$ cat config.mk
export PLATFORM = sky130hd
export DESIGN_NAME = mem_stage_flat
export DESIGN_NICKNAME = d
export VERILOG_FILES = /design/src/rtl/mem_stage_pkg.sv /design/src/rtl/mem_stage_if.sv /design/src/rtl/mem_stage_wait_counter.sv /design/src/rtl/mem_stage.sv /design/src/flat_wrapper.sv
export SDC_FILE = /design/constraint.sdc
export NUM_CORES = 1
export LEC_CHECK = 0
export ABC_AREA = 1
export CAP_MARGIN = 20
export CORE_ASPECT_RATIO = 1.2
export CORE_MARGIN = 2
export CORE_UTILIZATION = 45
export DETAILED_ROUTE_END_ITERATION = 10
export GPL_TIMING_DRIVEN = 1
export PLACE_DENSITY = 0.92
export SYNTH_ARGS = -nofsm -noshare
export SYNTH_HDL_FRONTEND = slang
export SYNTH_HIERARCHICAL = 1
export SYNTH_SLANG_ARGS = --single-unit
$ cat constraint.sdc
create_clock -name clk -period 18.4 [get_ports clk]
set_input_delay 3.68 -clock clk [delete_from_list [all_inputs] [get_ports clk]]
set_output_delay 3.68 -clock clk [all_outputs]
set_load 0.02 [all_outputs]
$ cat src/rtl/mem_stage_pkg.sv
// +----------------------------------------------------------------------+
// | mem_stage_pkg                                                        |
// | Shared types and defaults for the MEM pipeline stage.                |
// | Revision: 1.0                                                        |
// +----------------------------------------------------------------------+
`default_nettype none

package mem_stage_pkg;

  localparam int DATA_W_DEF = 32;
  localparam int REG_W_DEF  = 5;

  typedef enum logic [1:0] {
    IDLE = 2'd0,
    BUSY = 2'd1,
    DONE = 2'd2
  } mem_state_t;

  // Control fields handed to MEM/WB
  typedef struct packed {
    logic reg_write;
    logic memto_reg;
  } wb_ctrl_t;

  localparam wb_ctrl_t WB_BUBBLE = '{reg_write: 1'b0, memto_reg: 1'b0};

  // Word accesses only: the two low address bits must be zero
  function automatic logic is_aligned(input logic [1:0] lsb);
    return lsb == 2'b00;
  endfunction

endpackage

`default_nettype wire

$ cat src/rtl/mem_stage_if.sv
// +----------------------------------------------------------------------+
// | mem_stage_if                                                         |
// | Data-memory req/ack bus between the MEM stage and data memory.       |
// | Revision: 1.0                                                        |
// +----------------------------------------------------------------------+
`default_nettype none

interface mem_stage_if
  import mem_stage_pkg::*;
#(
  parameter int DATA_W = DATA_W_DEF
) ();

  logic              dmem_req;
  logic              dmem_we;
  logic [DATA_W-1:0] dmem_addr;
  logic [DATA_W-1:0] dmem_wdata;
  logic              dmem_ack;
  logic [DATA_W-1:0] dmem_rdata;

  modport master (
    output dmem_req, dmem_we, dmem_addr, dmem_wdata,
    input  dmem_ack, dmem_rdata
  );

  modport slave (
    input  dmem_req, dmem_we, dmem_addr, dmem_wdata,
    output dmem_ack, dmem_rdata
  );

endinterface

`default_nettype wire

$ cat src/rtl/mem_stage_wait_counter.sv
// +----------------------------------------------------------------------+
// | mem_wait_counter                                                     |
// | Counts BUSY cycles spent waiting for a memory acknowledge.           |
// | Revision: 1.0                                                        |
// +----------------------------------------------------------------------+
`default_nettype none

module mem_wait_counter #(
  parameter int TIMEOUT = 16,
  parameter int CNT_W   = (TIMEOUT > 2) ? $clog2(TIMEOUT) : 1
) (
  input  wire              clk,
  input  wire              rst,
  input  wire              i_clear,
  input  wire              i_enable,
  output logic [CNT_W-1:0] o_count,
  output logic             o_terminal
);

  logic [CNT_W-1:0] r_count;

  // Clear has priority so a fresh access always starts from zero
  always_ff @(posedge clk or posedge rst) begin
    if (rst)           r_count <= '0;
    else if (i_clear)  r_count <= '0;
    else if (i_enable) r_count <= r_count + 1'b1;
  end

  assign o_count    = r_count;
  assign o_terminal = (r_count == CNT_W'(TIMEOUT - 1));

endmodule

`default_nettype wire

$ cat src/rtl/mem_stage.sv
// +----------------------------------------------------------------------+
// | mem_stage                                                            |
// | MEM pipeline stage: loads/stores over a variable-latency req/ack     |
// | bus, pipeline stall, misalignment and bus-timeout detection.         |
// | Revision: 1.0                                                        |
// +----------------------------------------------------------------------+
`default_nettype none

module mem_stage
  import mem_stage_pkg::*;
#(
  parameter int DATA_W  = DATA_W_DEF,
  parameter int REG_W   = REG_W_DEF,
  parameter int TIMEOUT = 16
) (
  input  wire               clk,
  input  wire               rst,
  input  wire               in_valid,
  input  wire               MemRead,
  input  wire               MemWrite,
  input  wire               RegWrite,
  input  wire               MemtoReg,
  input  wire  [DATA_W-1:0] Result,
  input  wire  [DATA_W-1:0] WriteData,
  input  wire  [REG_W-1:0]  MuxIn,
  output logic              stall,
  output logic              RegWriteOut,
  output logic              MemtoRegOut,
  output logic [DATA_W-1:0] ResultOut,
  output logic [DATA_W-1:0] MemReadDataOut,
  output logic [REG_W-1:0]  MuxOut,
  output logic              misalign_err,
  output logic              bus_err,
  mem_stage_if.master       dmem
);

  localparam int CNT_W = (TIMEOUT > 2) ? $clog2(TIMEOUT) : 1;

  localparam logic [1:0] S_IDLE = IDLE;
  localparam logic [1:0] S_BUSY = BUSY;
  localparam logic [1:0] S_DONE = DONE;

  logic [1:0]        r_state;
  wb_ctrl_t          r_ctrl;
  logic [DATA_W-1:0] r_result;
  logic [DATA_W-1:0] r_rdata;
  logic [REG_W-1:0]  r_mux;
  logic              r_bus_err;

  logic              w_mem_op;
  logic              w_aligned;
  logic              w_start;
  logic              w_cnt_clear;
  logic              w_cnt_en;
  logic              w_terminal;
  logic [CNT_W-1:0]  w_count;

  // Both MemRead and MemWrite high is a store: dmem_we follows MemWrite
  assign w_mem_op    = in_valid & (MemRead | MemWrite);
  assign w_aligned   = is_aligned(Result[1:0]);
  assign w_start     = (r_state == S_IDLE) & w_mem_op & w_aligned;
  assign w_cnt_clear = (r_state != S_BUSY);
  // Hold the count at its terminal value; the timeout path leaves BUSY there
  assign w_cnt_en    = (r_state == S_BUSY) & ~dmem.dmem_ack
                     & (w_count != CNT_W'(TIMEOUT - 1));

  mem_wait_counter #(
    .TIMEOUT (TIMEOUT),
    .CNT_W   (CNT_W)
  ) u_wait_counter (
    .clk        (clk),
    .rst        (rst),
    .i_clear    (w_cnt_clear),
    .i_enable   (w_cnt_en),
    .o_count    (w_count),
    .o_terminal (w_terminal)
  );

  // MEM/WB outputs, stall and error pulses; all forced quiet during reset
  always_comb begin
    stall          = 1'b0;
    RegWriteOut    = WB_BUBBLE.reg_write;
    MemtoRegOut    = WB_BUBBLE.memto_reg;
    ResultOut      = '0;
    MemReadDataOut = '0;
    MuxOut         = '0;
    misalign_err   = 1'b0;
    bus_err        = 1'b0;
    if (!rst) begin
      case (r_state)
        S_IDLE: begin
          if (!w_mem_op) begin
            RegWriteOut = in_valid & RegWrite;
            MemtoRegOut = MemtoReg;
            ResultOut   = Result;
            MuxOut      = MuxIn;
          end else if (!w_aligned) begin
            misalign_err = 1'b1;
          end else begin
            stall = 1'b1;
          end
        end
        S_BUSY: stall = 1'b1;
        S_DONE: begin
          RegWriteOut    = r_ctrl.reg_write;
          MemtoRegOut    = r_ctrl.memto_reg;
          ResultOut      = r_result;
          MemReadDataOut = r_rdata;
          MuxOut         = r_mux;
          bus_err        = r_bus_err;
        end
        default: ;
      endcase
    end
  end

  // Access sequencer: launch, wait for ack or timeout, present for one cycle
  always_ff @(posedge clk or posedge rst) begin
    if (rst) begin
      r_state         <= S_IDLE;
      r_ctrl          <= WB_BUBBLE;
      r_result        <= '0;
      r_rdata         <= '0;
      r_mux           <= '0;
      r_bus_err       <= 1'b0;
      dmem.dmem_req   <= 1'b0;
      dmem.dmem_we    <= 1'b0;
      dmem.dmem_addr  <= '0;
      dmem.dmem_wdata <= '0;
    end else begin
      case (r_state)
        S_IDLE: begin
          if (w_start) begin
            r_ctrl.reg_write <= RegWrite;
            r_ctrl.memto_reg <= MemtoReg;
            r_result         <= Result;
            r_mux            <= MuxIn;
            dmem.dmem_addr   <= Result;
            dmem.dmem_wdata  <= WriteData;
            dmem.dmem_we     <= MemWrite;
            dmem.dmem_req    <= 1'b1;
            r_state          <= S_BUSY;
          end
        end
        S_BUSY: begin
          if (dmem.dmem_ack) begin
            r_rdata       <= dmem.dmem_we ? '0 : dmem.dmem_rdata;
            dmem.dmem_req <= 1'b0;
            r_state       <= S_DONE;
          end else if (w_terminal) begin
            r_rdata       <= '0;
            r_bus_err     <= 1'b1;
            dmem.dmem_req <= 1'b0;
            r_state       <= S_DONE;
          end
        end
        S_DONE: begin
          r_bus_err <= 1'b0;
          r_state   <= S_IDLE;
        end
        default: r_state <= S_IDLE;
      endcase
    end
  end

endmodule

`default_nettype wire

$ cat src/flat_wrapper.sv
// flat-port wrapper written by rule: the top's interface ports become plain ports
module mem_stage_flat import mem_stage_pkg::*;
#(
  parameter int DATA_W  = DATA_W_DEF,
  parameter int REG_W   = REG_W_DEF,
  parameter int TIMEOUT = 16
)
  (clk, rst, in_valid, MemRead, MemWrite, RegWrite, MemtoReg, Result, WriteData, MuxIn, stall, RegWriteOut, MemtoRegOut, ResultOut, MemReadDataOut, MuxOut, misalign_err, bus_err, dmem_dmem_req, dmem_dmem_we, dmem_dmem_addr, dmem_dmem_wdata, dmem_dmem_ack, dmem_dmem_rdata);
  mem_stage_if #(.DATA_W(DATA_W)) dmem_i ();
  input  wire clk;
  input  wire rst;
  input  wire in_valid;
  input  wire MemRead;
  input  wire MemWrite;
  input  wire RegWrite;
  input  wire MemtoReg;
  input  wire  [DATA_W-1:0] Result;
  input  wire  [DATA_W-1:0] WriteData;
  input  wire  [REG_W-1:0] MuxIn;
  output logic stall;
  output logic RegWriteOut;
  output logic MemtoRegOut;
  output logic [DATA_W-1:0] ResultOut;
  output logic [DATA_W-1:0] MemReadDataOut;
  output logic [REG_W-1:0] MuxOut;
  output logic misalign_err;
  output logic bus_err;
  output wire logic [$bits(dmem_i.dmem_req)-1:0] dmem_dmem_req;
  output wire logic [$bits(dmem_i.dmem_we)-1:0] dmem_dmem_we;
  output wire logic [$bits(dmem_i.dmem_addr)-1:0] dmem_dmem_addr;
  output wire logic [$bits(dmem_i.dmem_wdata)-1:0] dmem_dmem_wdata;
  input wire logic [$bits(dmem_i.dmem_ack)-1:0] dmem_dmem_ack;
  input wire logic [$bits(dmem_i.dmem_rdata)-1:0] dmem_dmem_rdata;
  assign dmem_dmem_req = dmem_i.dmem_req;
  assign dmem_dmem_we = dmem_i.dmem_we;
  assign dmem_dmem_addr = dmem_i.dmem_addr;
  assign dmem_dmem_wdata = dmem_i.dmem_wdata;
  assign dmem_i.dmem_ack = dmem_dmem_ack;
  assign dmem_i.dmem_rdata = dmem_dmem_rdata;
  mem_stage #(.DATA_W(DATA_W), .REG_W(REG_W), .TIMEOUT(TIMEOUT)) u_core (.clk(clk), .rst(rst), .in_valid(in_valid), .MemRead(MemRead), .MemWrite(MemWrite), .RegWrite(RegWrite), .MemtoReg(MemtoReg), .Result(Result), .WriteData(WriteData), .MuxIn(MuxIn), .stall(stall), .RegWriteOut(RegWriteOut), .MemtoRegOut(MemtoRegOut), .ResultOut(ResultOut), .MemReadDataOut(MemReadDataOut), .MuxOut(MuxOut), .misalign_err(misalign_err), .bus_err(bus_err), .dmem(dmem_i));
endmodule
-- Yosys cells after proc, flatten, opt, wreduce, memory -nomap -nowiden
Index checks and enable logic that the tools add are counted.
- add/subtract/negate cells: 1
- mux-type cells: 40
- bitwise operators: 8
- reduce and logical (&&, ||, !) cells: 11
- eq/ne operators: 9
- operators with widths (operator ; number):
    2-to-1 mux 32 bit ; 7
    case mux 32 bit (2 select lines) ; 1
    2-to-1 mux 1 bit ; 18
    2-to-1 mux 5 bit ; 2
    case mux 1 bit (2 select lines) ; 5
    case mux 5 bit (2 select lines) ; 1
    2-to-1 mux 4 bit ; 2
    nonzero test 2 bit ; 4
    bitwise AND 1 bit ; 6
    2-to-1 mux 2 bit ; 3
    AND reduction 2 bit ; 3
    AND reduction 3 bit ; 2
    adder 4 x 1 -> 4 bit (second input constant) ; 1
    == test 4 bit (second input constant) ; 1
    logical NOT 2 bit ; 2
    inequality test 2 x 1 -> 1 bit (second input constant) ; 2
    inequality test 2 bit (second input constant) ; 2
    inequality test 4 bit (second input constant) ; 1
    case mux 2 bit (2 select lines) ; 1
    inequality test 3 bit (second input constant) ; 1
    == test 2 x 1 -> 1 bit (second input constant) ; 1
    == test 2 bit (second input constant) ; 1
    inverter 1 bit ; 1
    bitwise OR 1 bit ; 1
- bits of input ports: 109
- bits in registers: 112
- output and inout bits: 140
- logic and storage cells: 80

-- Logic depth before layout (Yosys ltp)
- word-level depth: 6
- mapped depth: 8
- depth with buffers taken out: 8

-- Modules after synthesis
Netlist, hierarchy kept.
- by module, submodules not included (module ; times used ; area an instance (um2) ; cells an instance ; seq. area each (um2)):
    mem_stage ; 1 ; 5331.4 ; 710 ; 2702.6
    mem_wait_counter ; 1 ; 200.2 ; 25 ; 100.1

-- Least setup slack after synthesis
OpenSTA, ideal clock, no wires.
- path kind: input to output
- start: in rst
- end: out MemReadDataOut[10]
- data arrival time: 7.584 ns
- stages: 5
- data required time: 14.720 ns
- path buffers: 2
- slack: 7.136 ns
- cell sequence: buf_2 clkinv_1 nand3_2 buf_2 nor2_1
- longest elaborated chain between the ends: 1
- RTL lines (element ; RTL line ; source):
    start, declared ; flat_wrapper.sv:11 ; input wire rst;
    2-to-1 mux 32 bit ; mem_stage.sv:89 ; if (!rst) begin
    end, declared ; flat_wrapper.sv:24 ; output logic [DATA_W-1:0] MemReadDataOut;
Every way passes these cells.

-- Final worst setup path
- start: in rst
- end: out ResultOut[27]
- longest elaborated chain between the ends: 1
- RTL lines (element ; RTL line ; source):
    2-to-1 mux 32 bit ; mem_stage.sv:89 ;
    end, declared ; flat_wrapper.sv:23 ; output logic [DATA_W-1:0] ResultOut;
Every way passes these cells.

==> out/metrics.yaml <==
outcome:
  status: "finished, final reports clean"
global_routing:
  antenna_found_initial: 0
  grt_pass1_vias: 5260
  track_usage: 0.247
  grt_max_degree: 73
  gr-total-overflow: 0
  grt_pass1_wl_mm: 26.2
synth:
  netlist_area_sq_um: 5530
  synth_warnings: 6
  seq_area_frac_synth: 0.507
  yosys-top-cells-count: "nand2_1, dfrtp_1, inv_1, nor2_1, a21oi_1"
  synth_cell_types: 28
  ys_seq_elements: 112
  postSynthNetCount: 845
  yosysMostFrequentCell: "nand2_1"
  synth_top_flop_cell: "dfrtp_1"
  avgSynthCellArea_sq_um: 7.53
  synth_area_leader_cell: "dfrtp_1"
  async_flop_share: 1.00
  synth_top_cell_area_share: 0.507
  synthTopCellsByArea: "dfrtp_1, nand2_1, inv_1"
  synthCells: 735
  synth-edff-count: 0
clock_network:
  cts-resized-gates: 0
  numCtsBuffers: 9
  path_clk_slew_ns: 0.07
  cts_tree: "yes"
  clk_latency_ns: 0.34
  post_cts_buffers: 0
  cts_hold_buf: 0
  htree_levels: 3
  ctsLongestPathBuffers: 2
  root_buffer: "clkbuf_16"
  clock-sinks: 112
place:
  place.detailed.hpwl_mm: 11.5
  place_area_sq_um: 8000
  gp_congestion: 0.864
  place_ws_ns: 7.92
  dp.cells: 1112
  io_buffers: 248
power_and_ir_drop:
  swShare: 0.336
  leakagePower_nw: 3.98
  clkPwrFrac: 0.239
  power.switching_mw: 0.272
  p_per_area_nw_per_um2: 97.3
  pwr-share-seq: 0.418
  p_comb_frac: 0.343
  power.internal_mw: 0.538
  vdd_drop_max_mv: 0.0526
worst_setup_path:
  cp_num_buf_inv: 4
  timing.rr.end: "u_core/dmem.dmem_wdata[8]"
  critical-path-top-delay-family: "buffers and inverters"
  worstPathMaxFanout: 49
  crit_arrival_ns: 6.73
  reg2reg_slack_ns: 16.36
  r2r_start: "u_core/r_state[1]"
  critPathMaxStageDelay_ns: 0.74
  crit_path_start_kind: "input pin"
  crit_required_ns: 14.72
  rr_worst_depth: 6
  path_cells: "clkdlybuf4s50_1 > buf_4 > inv_4 > nand3_2 > o22ai_1 > clkdlybuf4s50_1"
  path_class: "input pin to output port"
  cp_slowest_cell: "nand3_2"
  cp_common_cell: "clkdlybuf4s50_1"
  end_kind: "output port"
sta:
  post-route-period-util: 0.566
  clock.fmax_ghz: 0.0961
  rsz0062_at_grt: "no"
  max_slew_margin: 0.363
  worstMarginPinSlew_ns: 0.955
  fin_crit_ns: 10.41
  finalSetupTns_ns: 0
  finalClockSkew_ns: 0.0114
  finalWorstSetupSlack_ns: 7.99
  drv_slew: 0
  hold_violations: 0
  holdWs_ns: 0.472
  finalSetupViolations: 0
die:
  die_area_sq_um: 13200
  boundaryPins: 249
  die_w_um: 105
  placementRows: 44
  core_area_sq_um: 12100
  die-height_um: 125
  start_util: 0.459
min_path:
  holdCritPathClass: "register to register"
  min_from: "u_core/dmem.dmem_wdata[15]"
  min_to: "u_core/dmem.dmem_wdata[15]"
  whs_path_depth: 2
routing:
  drc_errors: 0
  wl_per_cell_um: 14.5
  vias_per_cell: 4.85
  dr.pass1.iters: 5
  via_count: 5471
  first_iter_violations: 432
  totalWireLength_mm: 16.3
  antenna_violating_nets_post_route: 0
final_layout:
  antenna-diode-count: 0
  layout-drive-gt1-share: 0.0506
  nets: 1073
  final_design_area_no_fill_sq_um: 8330
  multi_input_area_sq_um: 2150
  regArea_sq_um: 2800
  instances_no_fill: 1129
  area_growth_pct: 50.5
  n_fill_cell: 950
run:
  cap_viol_max_count: 0
-- cell usage in the layout, fill, tap and decap left out, types with 4 or more instances in the layout --
| master | netlist | layout |
|---|---|---|
| nand2_1 | 311 | 311 |
| clkdlybuf4s50_1 | 0 | 248 |
| dfrtp_1 | 112 | 112 |
| inv_1 | 79 | 79 |
| nor2_1 | 79 | 79 |
| a21oi_1 | 37 | 37 |
| o22ai_1 | 36 | 36 |
| nand2_2 | 12 | 12 |
| clkbuf_16 | 0 | 9 |
| buf_4 | 3 | 7 |
| nand3_1 | 6 | 6 |
| nor2_2 | 4 | 4 |
-- power by group through the flow --
stage	clock network (mW)	logic, mW	registers, mW
floorplan	0	0.104	0.380
global placement	0	0.272	0.341
detailed placement	0	0.277	0.343
CTS	0.199	0.279	0.339
global route	0.207	0.302	0.346
finish	0.194	0.278	0.339
-- through the flow --
step                 util  total power [mW]
floorplan               -             0.484
detailed placement  0.664             0.620
CTS                 0.688             0.816
global route        0.691             0.856
global placement    0.664             0.613
finish              0.691             0.810
-- metal layers --
layer	vias up	GRT usage	wire length [um]
met5	-	0	0
met4	0	0.122	670
met3	46	0.0589	1160
met2	237	0.404	7990
met1	2495	0.306	6500
li1	2693	-	-
-- worst reg2reg max path: cells and delay by family, from the launching register on --
| kind | cells | cell delay, ns |
|---|---|---|
| simple gates | 5 | 0.90 |
| buf+inv | 1 | 0.63 |
| flops | 1 | 0.45 |
-- flip-flops by register name, summed over array words and instances (netlist names), 2 cells and up --
register,flops
u_core/r_result,32
u_core/r_state,2
u_core/u_wait_counter/o_count,4
u_core/dmem.dmem_wdata,32
u_core/r_ctrl,2
u_core/r_rdata,32
u_core/r_mux,5
-- layout make-up --
type	instances	area share
flip-flops and latches	112	0.337
repair buffers	256	0.308
multi-input cells	502	0.259
inverters	82	0.0373
clock buffers	10	0.0275
well taps	161	0.0242
clock inverters	6	0.00811
-- worst max-delay path by stage --
stage / start / endpoint / slack, ns / cells after the start
3_3_place_gp: rst / ResultOut[30] / 8.05 / 6
5_1_grt: rst / ResultOut[27] / 7.65 / 6
4_1_cts: rst / ResultOut[27] / 7.92 / 6
6_report: rst / ResultOut[27] / 7.99 / 6
3_5_place_dp: rst / ResultOut[27] / 7.92 / 6
2_1_floorplan: rst / MemReadDataOut[10] / 7.14 / 5
-- cell families after synthesis --
| group | synth area share |
|---|---|
| AO/OA/AOI/OAI | 0.0798 |
| adder cells (fa/ha/maj) | 0.00226 |
| buffers and inverters | 0.104 |
| flip-flops | 0.507 |
| AND/OR/NAND/NOR | 0.307 |
(Power assumes the default switching activity.)
==> variant 1: new RTL, same flow settings <==
`TIMEOUT` is set to 16 in 3 places; all go to 8.
--- a/src/rtl/mem_stage_wait_counter.sv
+++ b/src/rtl/mem_stage_wait_counter.sv
@@ -6,7 +6,7 @@
 `default_nettype none
 
 module mem_wait_counter #(
-  parameter int TIMEOUT = 16,
+  parameter int TIMEOUT = 8,
   parameter int CNT_W   = (TIMEOUT > 2) ? $clog2(TIMEOUT) : 1
 ) (
   input  wire              clk,
--- a/src/rtl/mem_stage.sv
+++ b/src/rtl/mem_stage.sv
@@ -11,7 +11,7 @@
 #(
   parameter int DATA_W  = DATA_W_DEF,
   parameter int REG_W   = REG_W_DEF,
-  parameter int TIMEOUT = 16
+  parameter int TIMEOUT = 8
 ) (
   input  wire               clk,
   input  wire               rst,
--- a/src/flat_wrapper.sv
+++ b/src/flat_wrapper.sv
@@ -3,7 +3,7 @@
 #(
   parameter int DATA_W  = DATA_W_DEF,
   parameter int REG_W   = REG_W_DEF,
-  parameter int TIMEOUT = 16
+  parameter int TIMEOUT = 8
 )
   (clk, rst, in_valid, MemRead, MemWrite, RegWrite, MemtoReg, Result, WriteData, MuxIn, stall, RegWriteOut, MemtoRegOut, ResultOut, MemReadDataOut, MuxOut, misalign_err, bus_err, dmem_dmem_req, dmem_dmem_we, dmem_dmem_addr, dmem_dmem_wdata, dmem_dmem_ack, dmem_dmem_rdata);
   mem_stage_if #(.DATA_W(DATA_W)) dmem_i ();
Behaviour: same outputs for any inputs over 4 cycles, from zero or initial values and one cycle with rst high; that may be too few to reach the edited logic, so the function may still have changed.
==> variant 1 against the unedited design <==
- routed wire length shrank 5.1%
- cell area fell by 3.2%
- power down 3.0%
- sequential power fell by 1%
- sequential cell count down 1
- core utilization up 3.3 points
- setup slack got worse by 110 ps
- count of clock-buffer cells in the layout is the same
- largest power group unchanged
- largest cell class unchanged
- area after synthesis decreased by 6.2%
==> variant 1: results (changes against the unedited design) <==
Setup path
  • RR Endpoint: u_core/dmem.dmem_wdata[22]$_DFFE_PP0P_
  • Slowest cell on the critical path: clkdlybuf4s50_1
  • Reg2reg path depth: 5 (-1)
  • Slowest stage delay, CP: 670 ps (-70 ps)

Layout
  • Clk cell area share: 0.0331 (-0.00255)
  • Fin cells: 1056 (-6.5%)
  • Fraction of area in registers: 0.345 (+0.00802)
  • Fraction of area in multi-input gates: 0.239 (-0.0194)
  • Fillers: 894 (-5.9%)
  • Area of the multi-input gates: 1930 um2 (-10%)

Drt
  • Met2 Routed Length: 7700 um (-3.7%)
  • Final wirelength: 15500 um (-5.1%)

Clock network
  • Clock Sinks: 111 (-0.89%)

Run status
  • Status: completed

Placement
  • Dpl cells: 1038 (-6.7%)
  • Dpl ws: 7840 ps (-81.1 ps)

Synth
  • Sequential element share of the synthesized area: 0.535 (+0.0285)
  • Post-synth top cells: 268 x nand2_1, 111 x dfrtp_1, 81 x inv_1, 65 x o22ai_1, 47 x nor2_1

GRT
  • Largest net degree at the start of global routing: 94 (+29%)
  • Overall global routing resource usage: 0.244 (-0.00265)
  • First-pass GRT wire length: 24100 um (-8.1%)

Power and ir drop
  • Maximum VDD drop: 0.0571 mV (+8.5%)
  • Leakage: 3.80 nW (-4.6%)

Die
  • Row cnt: 42 (-4.5%)

STA
  • Minimum clock period: 10510 ps (+106 ps)
  • Worst hold slack: 473 ps (+1.25 ps)

Worst hold path
  • Worst Hold Path EP: u_core/r_ctrl[1]$_DFFE_PP0P_
  • Hold path start: u_core/r_ctrl[1]$_DFFE_PP0P_
variant 1: changes by cell type after synthesis, moves of 5 or more:
cell	unedited run	this run
a21oi_1	37	7
buf_2	17	26
buf_8	5	0
nand2_1	311	268
nand2_2	12	0
nand3_1	6	37
nor2_1	79	47
o22ai_1	36	65
variant 1: logic make-up (layout without fill, tap and decap cells):
family	count (synthesis)	count (layout)	share of synthesized area
fa+ha+maj	2	2	0.00482
simple gates	358	358	0.273
compound gates	77	77	0.0921
flops	111	111	0.535
buf+inv	122	354	0.0952
variant 1: worst min-delay path, delay by kind of cell, from the launching register on:
kind	cells	cell delay, ps
AND/OR/NAND/NOR	2	100
flip-flops	1	340
variant 1: where the power goes:
part	total [W]	switching, W	internal [W]
sequential	0.000335	0.0000313	0.000304
clock	0.000175	0.0000834	0.0000912
combinational	0.000276	0.000150	0.000125
total	0.000786	0.000265	0.000521
==> variant 2: new RTL, same flow settings <==
Made on the original files. Register the output `bus_err`, cleared by the reset; this adds one clock of latency there. The other outputs are not delayed to match.
--- a/src/rtl/mem_stage.sv
+++ b/src/rtl/mem_stage.sv
@@ -39,6 +39,8 @@
   localparam logic [1:0] S_IDLE = IDLE;
   localparam logic [1:0] S_BUSY = BUSY;
   localparam logic [1:0] S_DONE = DONE;
+
+  logic bus_err_d;
 
   logic [1:0]        r_state;
   wb_ctrl_t          r_ctrl;
@@ -85,7 +87,7 @@
     MemReadDataOut = '0;
     MuxOut         = '0;
     misalign_err   = 1'b0;
-    bus_err        = 1'b0;
+    bus_err_d      = 1'b0;
     if (!rst) begin
       case (r_state)
         S_IDLE: begin
@@ -107,7 +109,7 @@
           ResultOut      = r_result;
           MemReadDataOut = r_rdata;
           MuxOut         = r_mux;
-          bus_err        = r_bus_err;
+          bus_err_d      = r_bus_err;
         end
         default: ;
       endcase
@@ -163,6 +165,14 @@
     end
   end
 
+  always_ff @(posedge clk or posedge rst) begin
+    if (rst) begin
+      bus_err <= '0;
+    end else begin
+      bus_err <= bus_err_d;
+    end
+  end
+
 endmodule
 
 `default_nettype wire
Check against the original RTL: no difference found for any inputs over 4 cycles, from zero or initial values and one cycle with rst high; that may be too few to reach the edited logic, so the function may still have changed.
==> variant 2 against the unedited design <==
- routed wire length up 7.0%
- count of clock-buffer cells in the layout increased by 12
- cell area grew 5.0%
- setup slack improved by 39 ps
- critical endpoint unchanged
- sequential cell count rose by 1
- power grew 23%
- die area grew 0.44%
- synthesized cell count is 0.14% higher
- sequential power is 1% higher
- core utilization grew 3.5 points
- non-clock buffer count decreased by 1
- clock power rose by 90%
- area after synthesis is 0.45% higher
- first-iteration DRC count decreased by 20%
==> variant 2: results (changes against the unedited design) <==
Run status
  • Status: completed

Setup path
  • CP Max Fanout: 77 (+57%)
  • R2r setup slk: 16160 ps (-200 ps)
  • RR Endpoint: u_core/dmem.dmem_wdata[6]$_DFFE_PP0P_
  • Slowest stage delay, CP: 810 ps (+70 ps)
  • Reg2reg path depth: 5 (-1)
  • Crit path DAT: 6690 ps (-40 ps)
  • Slowest cell on the critical path: buf_4

GRT
  • Antenna violations before repair: 0 (unchanged)
  • First-pass GRT wire length: 26800 um (+2.6%)
  • Largest net degree at the start of global routing: 78 (+6.8%)
  • Overall global routing resource usage: 0.255 (+0.00760)
  • Vias in the first global route: 5318 (+1.1%)

Power and ir drop
  • Switching Fraction: 0.303 (-0.0334)
  • Comb pwr share: 0.283 (-0.060)
  • Clk pwr: 0.000369 W (+90%)
  • Pwr Total: 0.000994 W (+23%)
  • Maximum VDD drop: 0.0649 mV (+23%)
  • Leakage: 4.19 nW (+5.2%)

Clock network
  • Num CTS Buffers: 17 (+8)
  • Clock-pin slew on the worst setup and hold paths: 50 ps (-20 ps)
  • Worst-Skew Late Latency: 400 ps (+60 ps)
  • H-tree Lvls: 4 (+1)

Synth
  • Syn Inst Count: 736 (+0.14%)
  • Sequential element share of the synthesized area: 0.509 (+0.00222)
  • Largest cells by area after synthesis: dfrtp_1 51%, nand2_1 21%, inv_1 5.3%
  • Ys flop type: dfrtp_1
  • Syn nets: 846 (+0.12%)
  • Post-synth top cells: 311 x nand2_1, 113 x dfrtp_1, 79 x inv_1, 79 x nor2_1, 37 x a21oi_1
  • Yosys cell types: 28 (unchanged)

Layout
  • Ant. Diodes: 0 (unchanged)
  • Share of layout cells above drive strength 1: 0.0651 (+0.0145)

Drt
  • Final wirelength: 17500 um (+7.0%)
  • Initial drt markers: 347 (-20%)
  • Vias: 5622 (+2.8%)
  • Vias per cell: 4.91 (+1.4%)

STA
  • Worst slew margin: 0.283 (-0.0794)
  • Worst hold slack: 468 ps (-3.93 ps)
  • Clock Skew: 7.28 ps (-4.13 ps)

Placement
  • Final Wtd Congestion: 0.829 (-4.1%)
  • DP Area: 8050 um2 (+0.56%)
  • HPWL after detailed placement: 11700 um (+2.2%)
  • I/O Buffers: 248 (unchanged)
  • Dpl ws: 7990 ps (+65.0 ps)

Worst hold path
  • Worst Hold Path EP: u_core/dmem.dmem_wdata[21]$_DFFE_PP0P_
  • Hold path start: u_core/dmem.dmem_wdata[21]$_DFFE_PP0P_
[variant 2: changes by cell type after synthesis, sizes merged]
cell	delta
dfrtp	+1
[variant 2: layout make-up]
class	instances	area (um2)
Timing Repair Buffer	255	2570
Inverter	82	310
Multi-Input combinational cell	502	2160
Tap cell	161	201
Clock buffer	22	494
Fill cell	856	3310
Clock inverter	9	176
Sequential cell	113	2830
[variant 2: cell families (layout without fill, tap and decap cells)]
| family | after synthesis | count (layout) | synth area share |
|---|---|---|---|
| and+or+nand+nor | 423 | 423 | 0.306 |
| buffers and inverters | 121 | 368 | 0.104 |
| DFF | 113 | 113 | 0.509 |
| AOI/OAI and AO/OA | 78 | 78 | 0.0795 |
| adders and majority gates | 1 | 1 | 0.00225 |
[variant 2: routing by layer]
layer,share of wire,global-route usage
met1,0.39,0.294
met2,0.51,0.442
met3,0.063,0.0642
met4,0.034,0.116
met5,0,0
